**src/rtl/sync_counter.sv**
```systemverilog
// rtl/sync_counter.sv - parameterised binary up-counter with clear, load, enable, terminal count and wrap pulse
module sync_counter #(
    parameter int              WIDTH   = 4,
    parameter longint unsigned MAX_VAL = (64'd1 << WIDTH) - 64'd1
) (
    input  logic             clk,
    input  logic             reset,
    input  logic             en,
    input  logic             clear,
    input  logic             load,
    input  logic [WIDTH-1:0] d,
    output logic [WIDTH-1:0] q,
    output logic             tc,
    output logic             wrap
);

    localparam logic [WIDTH-1:0] L_MAX = WIDTH'(MAX_VAL);

    generate
        if (WIDTH < 1 || WIDTH > 32 || MAX_VAL > ((64'd1 << WIDTH) - 64'd1)) begin : g_bad_params
            $error("sync_counter: illegal WIDTH/MAX_VAL combination");
        end
    endgenerate

    logic [WIDTH-1:0] r_q;
    logic             r_wrap;
    logic [WIDTH-1:0] w_q_next;
    logic             w_wrap_next;
    logic [WIDTH-1:0] w_load_val;

    // Out-of-range load values saturate so q never leaves 0..MAX_VAL.
    assign w_load_val = (d > L_MAX) ? L_MAX : d;

    always_comb begin
        w_q_next    = r_q;
        w_wrap_next = 1'b0;
        if (clear) begin
            w_q_next = '0;
        end else if (load) begin
            w_q_next = w_load_val;
        end else if (en) begin
            if (r_q == L_MAX) begin
                w_q_next    = '0;
                w_wrap_next = 1'b1;
            end else begin
                w_q_next = r_q + WIDTH'(1);
            end
        end
    end

    always_ff @(posedge clk or negedge reset) begin
        if (!reset) begin
            r_q    <= '0;
            r_wrap <= 1'b0;
        end else begin
            r_q    <= w_q_next;
            r_wrap <= w_wrap_next;
        end
    end

    assign q    = r_q;
    assign wrap = r_wrap;
    assign tc   = (r_q == L_MAX);

`ifndef SYNTHESIS
    a_wrap_lands_on_zero : assert property (@(posedge clk) disable iff (!reset)
        wrap |-> (q == '0));

    // A single-state counter (MAX_VAL == 0) legitimately wraps every cycle.
    a_wrap_single_cycle : assert property (@(posedge clk) disable iff (!reset)
        (wrap && (L_MAX != '0)) |=> !wrap);

    a_clear_wins : assert property (@(posedge clk) disable iff (!reset)
        clear |=> ((q == '0) && !wrap));

    a_load_over_en : assert property (@(posedge clk) disable iff (!reset)
        (!clear && load) |=> ((q == (($past(d) > L_MAX) ? L_MAX : $past(d))) && !wrap));

    a_increment : assert property (@(posedge clk) disable iff (!reset)
        (!clear && !load && en && (q != L_MAX)) |=> ((q == $past(q) + WIDTH'(1)) && !wrap));

    a_hold : assert property (@(posedge clk) disable iff (!reset)
        (!clear && !load && !en) |=> ((q == $past(q)) && !wrap));
`endif

endmodule

```
**config.mk**
```make
export PLATFORM = sky130hd
export DESIGN_NAME = sync_counter
export DESIGN_NICKNAME = d
export VERILOG_FILES = /design/src/rtl/sync_counter.sv
export SDC_FILE = /design/constraint.sdc
export NUM_CORES = 1
export LEC_CHECK = 0
export ABC_CLOCK_PERIOD_IN_PS = 1700
export BUFFER_PORTS_ARGS = -buffer_cell sky130_fd_sc_hd__buf_2
export CAP_MARGIN = 20
export CORE_AREA = 5 5 42 44
export DETAILED_ROUTE_END_ITERATION = 6
export DIE_AREA = 0 0 47 49
export GPL_ROUTABILITY_DRIVEN = 0
export PLACE_DENSITY_LB_ADDON = 0.08
export SLEW_MARGIN = 5
export SYNTH_ARGS = -nofsm -noshare
export SYNTH_HDL_FRONTEND = slang
export SYNTH_SLANG_ARGS = --single-unit
```
**constraint.sdc**
```tcl
create_clock -name clk -period 1.7 [get_ports clk]
set_clock_uncertainty 0.15 [all_clocks]
set_input_delay 0.255 -clock clk [delete_from_list [all_inputs] [get_ports clk]]
set_output_delay 0.255 -clock clk [all_outputs]
set_load 0.01 [all_outputs]
```
== Word level (Yosys, flattened, before mapping) ==
Index checks and enable logic that the tools add are counted.
Word-level totals
  flip-flop bits (word level): 5
  input bits: 9
  output and inout port bits: 6
  word-level logic and storage cells: 15
Cells by class
  add/sub/neg operators: 1
  magnitude comparators: 1
  eq/ne operators: 1
  multiplexer cells: 9
  reductions and logical operators: 1
Operators by type and width (number)
  two-way mux 4 bit: 5
  adder 4 x 1 -> 4 bit, second input constant: 1
  equality test 4 bit, second input constant: 1
  greater-than comparator 4 bit, second input constant: 1
  two-way mux 1 bit: 4
  nonzero test 3 bit: 1

== Depth between registers and ports, before layout ==
Gate-level depths: netlist (run 1).
  depth in word-level cells: 5
  mapped depth: 4

== Least setup slack after synthesis (run 1) ==
No wires, ideal clock.
  path kind: reg-to-reg
  from: register r_q[0], in the netlist q[0]
  to: register r_q[0], in the netlist q[0]
  data arrival time: 1.130 ns
  data required time: 1.456 ns
  setup slack: 0.326 ns
  cell stages (with the launch flop): 5
  buffers on the path: 0
  clock period less this slack: 1.374 ns
  cell sequence: dfrtp_1 > ha_1 > a31oi_1 > mux2i_1 > a211oi_1
On the way
  cells in the longest elaborated chain, start to end: 5
  elaborated cells on any way between the ends: 6
Ends and longest elaborated chain
  from (decl): line 25  | logic [WIDTH-1:0] r_q;
  from (signal assigned): line 56  | r_q <= w_q_next;
  adder 4 x 1 -> 4 bit or equality test 4 bit (tied branches): line 46, 42
  two-way mux 4 bit (*): line 42  | if (r_q == L_MAX) begin
  two-way mux 4 bit (*): line 41  | end else if (en) begin
  two-way mux 4 bit (*): line 39  | end else if (load) begin
  two-way mux 4 bit (*): line 37  | if (clear) begin
Every way passes the cells marked *; elsewhere a longest branch is shown, timed or not. The select of a mux whose other input is x is not followed.
A chain may end at the register's enable or synchronous reset.

== Worst setup path in the final report (run 1) ==
  from: register r_q[1], in the netlist q[1]
  to: output port tc
On the way
  cells in the longest elaborated chain, start to end: 1
Ends and longest elaborated chain
  equality test 4 bit: line 63  | assign tc = (r_q == L_MAX);
  to (decl): line 13  | output logic tc,
No other way between the ends.

==> flow_metrics.tcl, run 1 <==
set metrics [dict create \
    start_util_pct 19.3 \
    io_buffers 14 \
    fp.dieW_um 47 \
    startpoint_type "register" \
    crit_fanout 5 \
    worst_slack_ps 64.7 \
    overflow 0 \
    drt-initial-drc-count 3 \
    rsz0062_at_grt "false" \
    crit_chain "ha_1 > and3_1 > buf_2" \
    cp.arrival_ps 1230 \
    power_density_nw_per_um2 813 \
    total_power_w 0.000329 \
    drive_gt1_share_pct 40.8 \
    clock_sinks 5 \
    hold_class "primary input to register" \
    via_per_inst 4.58 \
    max_freq_ghz 0.612 \
    dr.pass1.iters 5 \
    final_antenna_net_count 0 \
    hold_viol_final 0 \
    ios 15 \
    drv_cap 0 \
    synth_top_area_cell "dfrtp_1" \
    crit_buf_inv 1 \
    slowest_stage "dfrtp_1" \
    htree_levels 1 \
    cts_tree "done" \
    end_kind "primary output" \
    netlist_area_sq_um 270 \
    max_stage_delay_ps 410 \
    grt_pass1_vias 278 \
    final-setup-viol-count 0 \
    path_class "register to primary output" \
    dp_slack_ps 268 \
    path_clk_slew_ps 40 \
    fillers 169 \
    cts_buffers 3 \
    worstHoldPathCells 2 \
    antenna_cells 0 \
    dr_total_vias 298 \
    rr_worst_depth 4 \
    status "finished, final reports clean" \
    required_ps 1290 \
    clk_latency_ps 240 \
    areaGrowthSynthToFinish_pct 49.5 \
    irDropWorstVdd_mv 0.295 \
    dp_hpwl_um 623 \
    die_y_um 49 \
    max_slew_margin_pct 84.9 \
    grt_max_degree 8 \
    synth_area_per_cell_sq_um 9.32 \
    synthTopCellsByArea "dfrtp_1, nand2_1, a211oi_1" \
    core-area_sq_um 1400 \
    synth-seq-area-share_pct 46.3 \
    slew_violations 0 \
    ys_types 16 \
    grtUsageTotal_pct 7.70 \
    drt_wl_total_um 781 \
    netlist.area_leader.share_pct 46.3 \
    post_cts_resized 0 \
    fin_tns_setup_ps 0 \
    leakage_nw 0.213 \
    period_share_pct 96.2 \
    final_nets 60 \
    grt_pass1_wl_mm 1.20 \
    drcViolationCount 0 \
    yosysWarnings 0 \
    crit_cells 3 \
    critPathTopFamily "flip-flops" \
    cts.path.max_buffers 2 \
    synth_cells 29 \
    wire_per_inst_um 12.0 \
    num_rows 14 \
    worst_pin_slew_ps 225 \
    dieArea_sq_um 2300 \
    period_needed_ps 1640 \
    synth_seq_cells 5 \
    synth_fp_nets 39 \
    antenna_found_initial 0 \
    clockRootBuffer "clkbuf_4" \
]
## cell type report
cell class              count  area, sq um  area share [%]
well taps                  16         20.0            4.95
clock buffers               4         26.3            6.50
flip-flops and latches      5          125            31.0
inverters                   1         3.75           0.929
multi-input cells          23          141            35.0
repair buffers             16         87.6            21.7
## registers in the layout, summed over array words and instances (netlist names)
name / cells
q: 4
wrap: 1
## report_power, final
group | switching (W) | internal [W] | total, W | leakage, nW
Sequential | 0.00000776 | 0.000126 | 0.000134 | 0.0659
Clock | 0.0000501 | 0.0000888 | 0.000139 | 0.0150
Combinational | 0.0000284 | 0.0000272 | 0.0000557 | 0.133
## cell usage in the layout, fill, tap and decap left out, drive strengths merged, types with 2 or more instances in the layout
master	count
a21oi	2
and3	2
nor2	4
clkbuf	4
buf	15
a211oi	2
dfrtp	5
nand2	5
## synthesized netlist by cell type (all sizes together)
cell type / instances
xor2: 1
or3: 1
a31oi: 1
a21oi: 2
dfrtp: 5
and3: 2
mux2i: 1
ha: 1
a211oi: 2
a311oi: 1
mux2: 1
nand2: 5
o21ai: 1
inv: 1
nor2: 4
## layer usage
layer | global-route usage (%) | wire length [um] | vias to the layer above
li1 | - | - | 143
met1 | 10.4 | 378 | 140
met2 | 8.60 | 317 | 15
met3 | 4.43 | 85 | 0
met4 | 5.53 | 0 | 0
met5 | 0 | 0 | -
## what timing repair did
| action | 4_1_cts | 5_1_grt |
|---|---|---|
| endpoints found under the hold margin | 5 | 0 |
| hold buffers | 1 | 0 |
| buffers inserted | 0 | 1 |
| endpoints found under the setup margin | 0 | 1 |
## worst paths after layout
| path | from | end | slack [ps] |
|---|---|---|---|
| max | q[1] | tc | 60 |
| min | clear | q[1] | 90 |
| max reg2reg | q[1] | q[3] | 300 |
| min reg2reg | q[3] | q[3] | 530 |
| max in group asynchronous | reset | q[2] | 1050 |
| min in group asynchronous | reset | q[3] | 210 |
## metrics by stage
stage | std cells | util [%] | hold slack (ps) | cell area [sq um]
floorplan | 29 | - | -191 | 270
global placement | 59 | 25.7 | -69.9 | 360
detailed placement | 59 | 25.7 | -71.5 | 360
CTS | 64 | 28.3 | 81.4 | 397
global route | 65 | 28.8 | 84.9 | 404
finish | 65 | 28.8 | 94.1 | 404
## logic make-up (layout without fill, tap and decap cells)
kind of cell,count (synthesis),in the layout,synth area share (%)
compound gates,7,7,16.7
xor+xnor,1,1,3.24
fa+ha+maj,1,1,4.63
buf+inv,1,21,1.39
flops,5,5,46.3
mux,2,2,7.87
simple gates,12,12,19.9
No activity file was read; power rests on OpenSTA's default activity.
==> inputs of run 2 (changes only) <==
Settings changed: ABC_CLOCK_PERIOD_IN_PS 1700 to 1750, SLEW_MARGIN 5 to default.
Clock period 1.7 ns to 1.75 ns, I/O delays scaled along.
==> flow_metrics.tcl, run 2 (synthesis gave the netlist of run 1 again) <==
set metrics [dict create \
    end_kind "primary output" \
    dr.pass1.iters 5 \
    power_density_nw_per_um2 798 \
    irDropWorstVdd_mv 0.286 \
    final-setup-viol-count 0 \
    drcViolationCount 0 \
    grt_max_degree 8 \
    status "finished, final reports clean" \
    path_class "register to primary output" \
    period_needed_ps 1670 \
    ff_latch_area_sq_um 125 \
    ios 15 \
    worst-r2r-setup-slack_ps 320 \
    hold_class "primary input to register" \
    startpoint_type "register" \
    clock_sinks 5 \
    cts.path.max_buffers 2 \
    wl_met2_um 296 \
    period_share_pct 95.3 \
    rsz0062_at_grt "false" \
    dieArea_sq_um 2300 \
    path_clk_slew_ps 40 \
    overflow 0 \
    slew_violations 0 \
    htree_levels 1 \
    areaGrowthSynthToFinish_pct 46.8 \
    dp_hpwl_um 623 \
    required_ps 1340 \
    dp_slack_ps 318 \
    die_y_um 49 \
    core-area_sq_um 1400 \
    max_stage_delay_ps 420 \
    fin_cells 64 \
    antenna_cells 0 \
    holdWs_ps 102 \
    antenna_found_initial 0 \
    max_slew_margin_pct 84.9 \
    dr_total_vias 289 \
    via_per_inst 4.52 \
    ctsHoldBuffers 1 \
    post_cts_resized 0 \
    fillers 168 \
    crit_chain "ha_1 > and3_1 > buf_2" \
    fp.dieW_um 47 \
    clockRootBuffer "clkbuf_4" \
    grt_pass1_vias 278 \
    max_freq_ghz 0.600 \
    leakage_nw 0.208 \
    cp.arrival_ps 1250 \
    drt-initial-drc-count 3 \
    multiInputGateArea_sq_um 141 \
    dr_wl_met3_um 85 \
    cts_tree "done" \
    num_rows 14 \
    drt_wl_total_um 761 \
    final_antenna_net_count 0 \
    place_inst 59 \
    drv_cap 0 \
    routed.top_layer "met3" \
    fin_tns_setup_ps 0 \
    hold_viol_final 0 \
    grtUsageTotal_pct 7.70 \
    start_util_pct 19.3 \
    io_buffers 14 \
    wire_per_inst_um 11.9 \
    wirelength_met1_um 378 \
    drive_gt1_share_pct 39.6 \
    final_nets 59 \
    largest_reg_flops 4 \
    final_common_cell "buf_2" \
    grt_pass1_wl_mm 1.20 \
    crit_fanout 6 \
    worst_pin_slew_ps 225 \
    worst_slack_ps 82.6 \
    postCtsSetupRepairBufs 0 \
    slowest_stage "dfrtp_1" \
    clk_latency_ps 240 \
    cts_buffers 3 \
    final_cell_mix "buf_2, nand2_1, dfrtp_1" \
]
-- run 2: cell types whose count changed in the layout (fill, tap and decap cells not counted), sizes merged --
cell / before / now
buf: 15 / 14
-- run 2: power breakdown --
group	internal (W)	switching, W	leakage, nW
logic	0.0000243	0.0000261	0.127
registers	0.000123	0.00000850	0.0659
clock network	0.0000863	0.0000487	0.0150
-- run 2: per-layer routing --
metal	global-route usage, %	vias up
met3	4.43	0
li1	-	141
met1	10.4	133
met2	8.60	15
met4	5.53	0
met5	0	-
-- run 2: per-stage QoR --
stage / utilization, % / area (sq um) / power [W]
after global routing: 28.3 / 397 / 0.000338
final: 28.3 / 397 / 0.000316
after CTS: 28.3 / 397 / 0.000321
after floorplan: - / 270 / 0.000155
after global placement: 25.7 / 360 / 0.000182
after detailed placement: 25.7 / 360 / 0.000182
-- run 2: final cells by class --
type | instances | share of cell area [%]
repair buffers | 15 | 20.2
flip-flops and latches | 5 | 31.5
well taps | 16 | 5.05
multi-input cells | 23 | 35.6
clock buffers | 4 | 6.62
inverters | 1 | 0.946
-- run 2: worst max-delay path, delay by kind of cell, from the launching register on --
family	cells	cell delay (ps)
buf+inv	1	140
flops	1	420
fa+ha+maj	1	250
simple gates	1	200
-- run 2: final timing paths --
path / startpoint / to / cells after the start
max: q[0] / tc / 3
min: clear / q[1] / 2
max reg2reg: q[0] / q[3] / 4
min reg2reg: q[3] / q[3] / 2
max in group asynchronous: reset / q[2] / 2
min in group asynchronous: reset / q[3] / 2
==> inputs of run 3 (changes only) <==
Settings changed: ABC_AREA from default to 1, SETUP_SLACK_MARGIN from default to 0.3.
==> flow_metrics.tcl, run 3 <==
set metrics [dict create \
    status "finished, final reports clean" \
    hold_viol_final 0 \
    end_kind "primary output" \
    clock_sinks 5 \
    dr.pass1.iters 2 \
    synth_area_per_cell_sq_um 7.57 \
    post-route-util_pct 33.2 \
    final_cell_mix "buf_2, nand2_1, inv_1" \
    synth_top_area_cell "dfrtp_1" \
    synth-seq-area-share_pct 39.4 \
    ys.flop_type "dfrtp_1" \
    start_util_pct 22.7 \
    async_flop_share_pct 100 \
    core-area_sq_um 1400 \
    drt_wl_total_um 773 \
    grt_pass1_wl_mm 1.19 \
    crit_chain "ha_2 > nand3_2 > inv_1 > buf_2" \
    cp.arrival_ps 1130 \
    max_slew_margin_pct 84.9 \
    power_density_nw_per_um2 709 \
    die_y_um 49 \
    cts_buffers 3 \
    slew_violations 0 \
    largest_reg_flops 4 \
    overflow 0 \
    rsz0062_at_grt "true" \
    dp_slack_ps 405 \
    required_ps 1340 \
    leakage_nw 0.280 \
    synth_common_cells "nand2_1, inv_1, dfrtp_1" \
    grtUsageTotal_pct 7.33 \
    cts_tree "done" \
    final_common_cell "buf_2" \
    cts.path.max_buffers 2 \
    areaGrowthSynthToFinish_pct 46.5 \
    period_needed_ps 1540 \
    fin_cells 79 \
    final-setup-viol-count 0 \
    path_class "register to primary output" \
    worst_slack_ps 212 \
    netlist.area_leader.share_pct 39.4 \
    dieArea_sq_um 2300 \
    max_stage_delay_ps 410 \
    antenna_cells 0 \
    worst_pin_slew_ps 224 \
    yosys.cell_count.top_type "nand2_1" \
    num_rows 14 \
    fp.dieW_um 47 \
    antenna_found_initial 0 \
    startpoint_type "register" \
    htree_levels 1 \
    drt-initial-drc-count 1 \
    synthTopCellsByArea "dfrtp_1, nand2_1, inv_1" \
    drcViolationCount 0 \
    dp_hpwl_um 636 \
    grt_max_degree 7 \
    total_power_w 0.000330 \
    via_per_inst 4.03 \
    period_share_pct 87.9 \
    synth_seq_cells 5 \
    synth_cells 42 \
    fin_tns_setup_ps 0 \
    crit_fanout 5 \
    synth_fp_nets 52 \
    dr_total_vias 318 \
    irDropWorstVdd_mv 0.131 \
    ys_types 15 \
    path_clk_slew_ps 40 \
    place_inst 72 \
    drive_gt1_share_pct 46.0 \
    max_freq_ghz 0.650 \
    drv_cap 0 \
    clockRootBuffer "clkbuf_4" \
    grt_pass1_vias 307 \
    slowest_stage "dfrtp_1" \
    netlist_area_sq_um 318 \
    synth_edf_count 0 \
    final_antenna_net_count 0 \
    clk_latency_ps 240 \
    yosysWarnings 0 \
    io_buffers 14 \
    hold_class "primary input to register" \
    final_nets 74 \
    ios 15 \
    wire_per_inst_um 9.78 \
]
==> run 3: cell count changes after synthesis, moves of 2 or more <==
cell	delta
nand2_1	+9
inv_1	+5
nor2_1	-3
a211oi_1	-2
a21oi_1	-2
inv_2	+2
nand3_1	+2
nand3_2	+2
o21ai_2	+2
==> run 3: timing repair <==
action,4_1_cts,5_1_grt
buffers inserted,2,0
endpoints found under the setup margin,1,3
endpoints found under the hold margin,5,0
resized for setup,1,3
pin swaps,1,0
hold buffers,1,0
==> run 3: path summary, 6_finish.rpt <==
path | start | end | slack [ps] | cells after the start
worst max-delay path | q[1] | tc | 210 | 4
worst min-delay path | d[2] | q[2] | 140 | 3
worst max register to register | q[1] | q[3] | 340 | 9
worst min register to register | q[0] | q[0] | 410 | 2
max in group asynchronous | reset | q[0] | 1100 | 2
min in group asynchronous | reset | q[1] | 220 | 2
==> run 3: kinds of logic after synthesis <==
kind of cell,Yosys count,synth area share (%)
simple gates,22,32.7
fa+ha+maj,1,3.94
flops,5,39.4
xor+xnor,1,2.76
compound gates,4,8.66
mux,1,3.15
buf+inv,8,9.45
==> run 3: area by class of cell <==
cell class	instances	area, sq um
clock buffers	4	26.3
fillers	169	936
inverters	8	30.0
multi-input cells	29	168
flip-flops and latches	5	126
well taps	16	20.0
repair buffers	17	95.1
==> run 3: stage by stage <==
step           cell area, sq um  hold WS, ps
2_1_floorplan               318         -183
5_1_grt                     465          143
3_3_place_gp                408        -69.0
6_report                    465          144
4_1_cts                     462          136
3_5_place_dp                408        -70.7
==> run 3: power by group <==
part / total [W] / switching [W] / internal, W
sequential: 0.000138 / 0.0000134 / 0.000125
combinational: 0.0000633 / 0.0000337 / 0.0000296
clock: 0.000128 / 0.0000425 / 0.0000859
==> run 3: routing by layer <==
layer	part of all wire (%)	vias to the layer above	track usage, %
met2	44	11	9.73
met3	7.8	0	1.11
met5	0	-	0
met4	0	0	6.91
met1	49	134	9.49
li1	-	173	-
==> run 3: critical path: cells and delay by family (launching register included) <==
family | cells | cell delay, ps
adders and majority gates | 1 | 210
buffers and inverters | 2 | 180
DFF | 1 | 410
and+or+nand+nor | 1 | 90
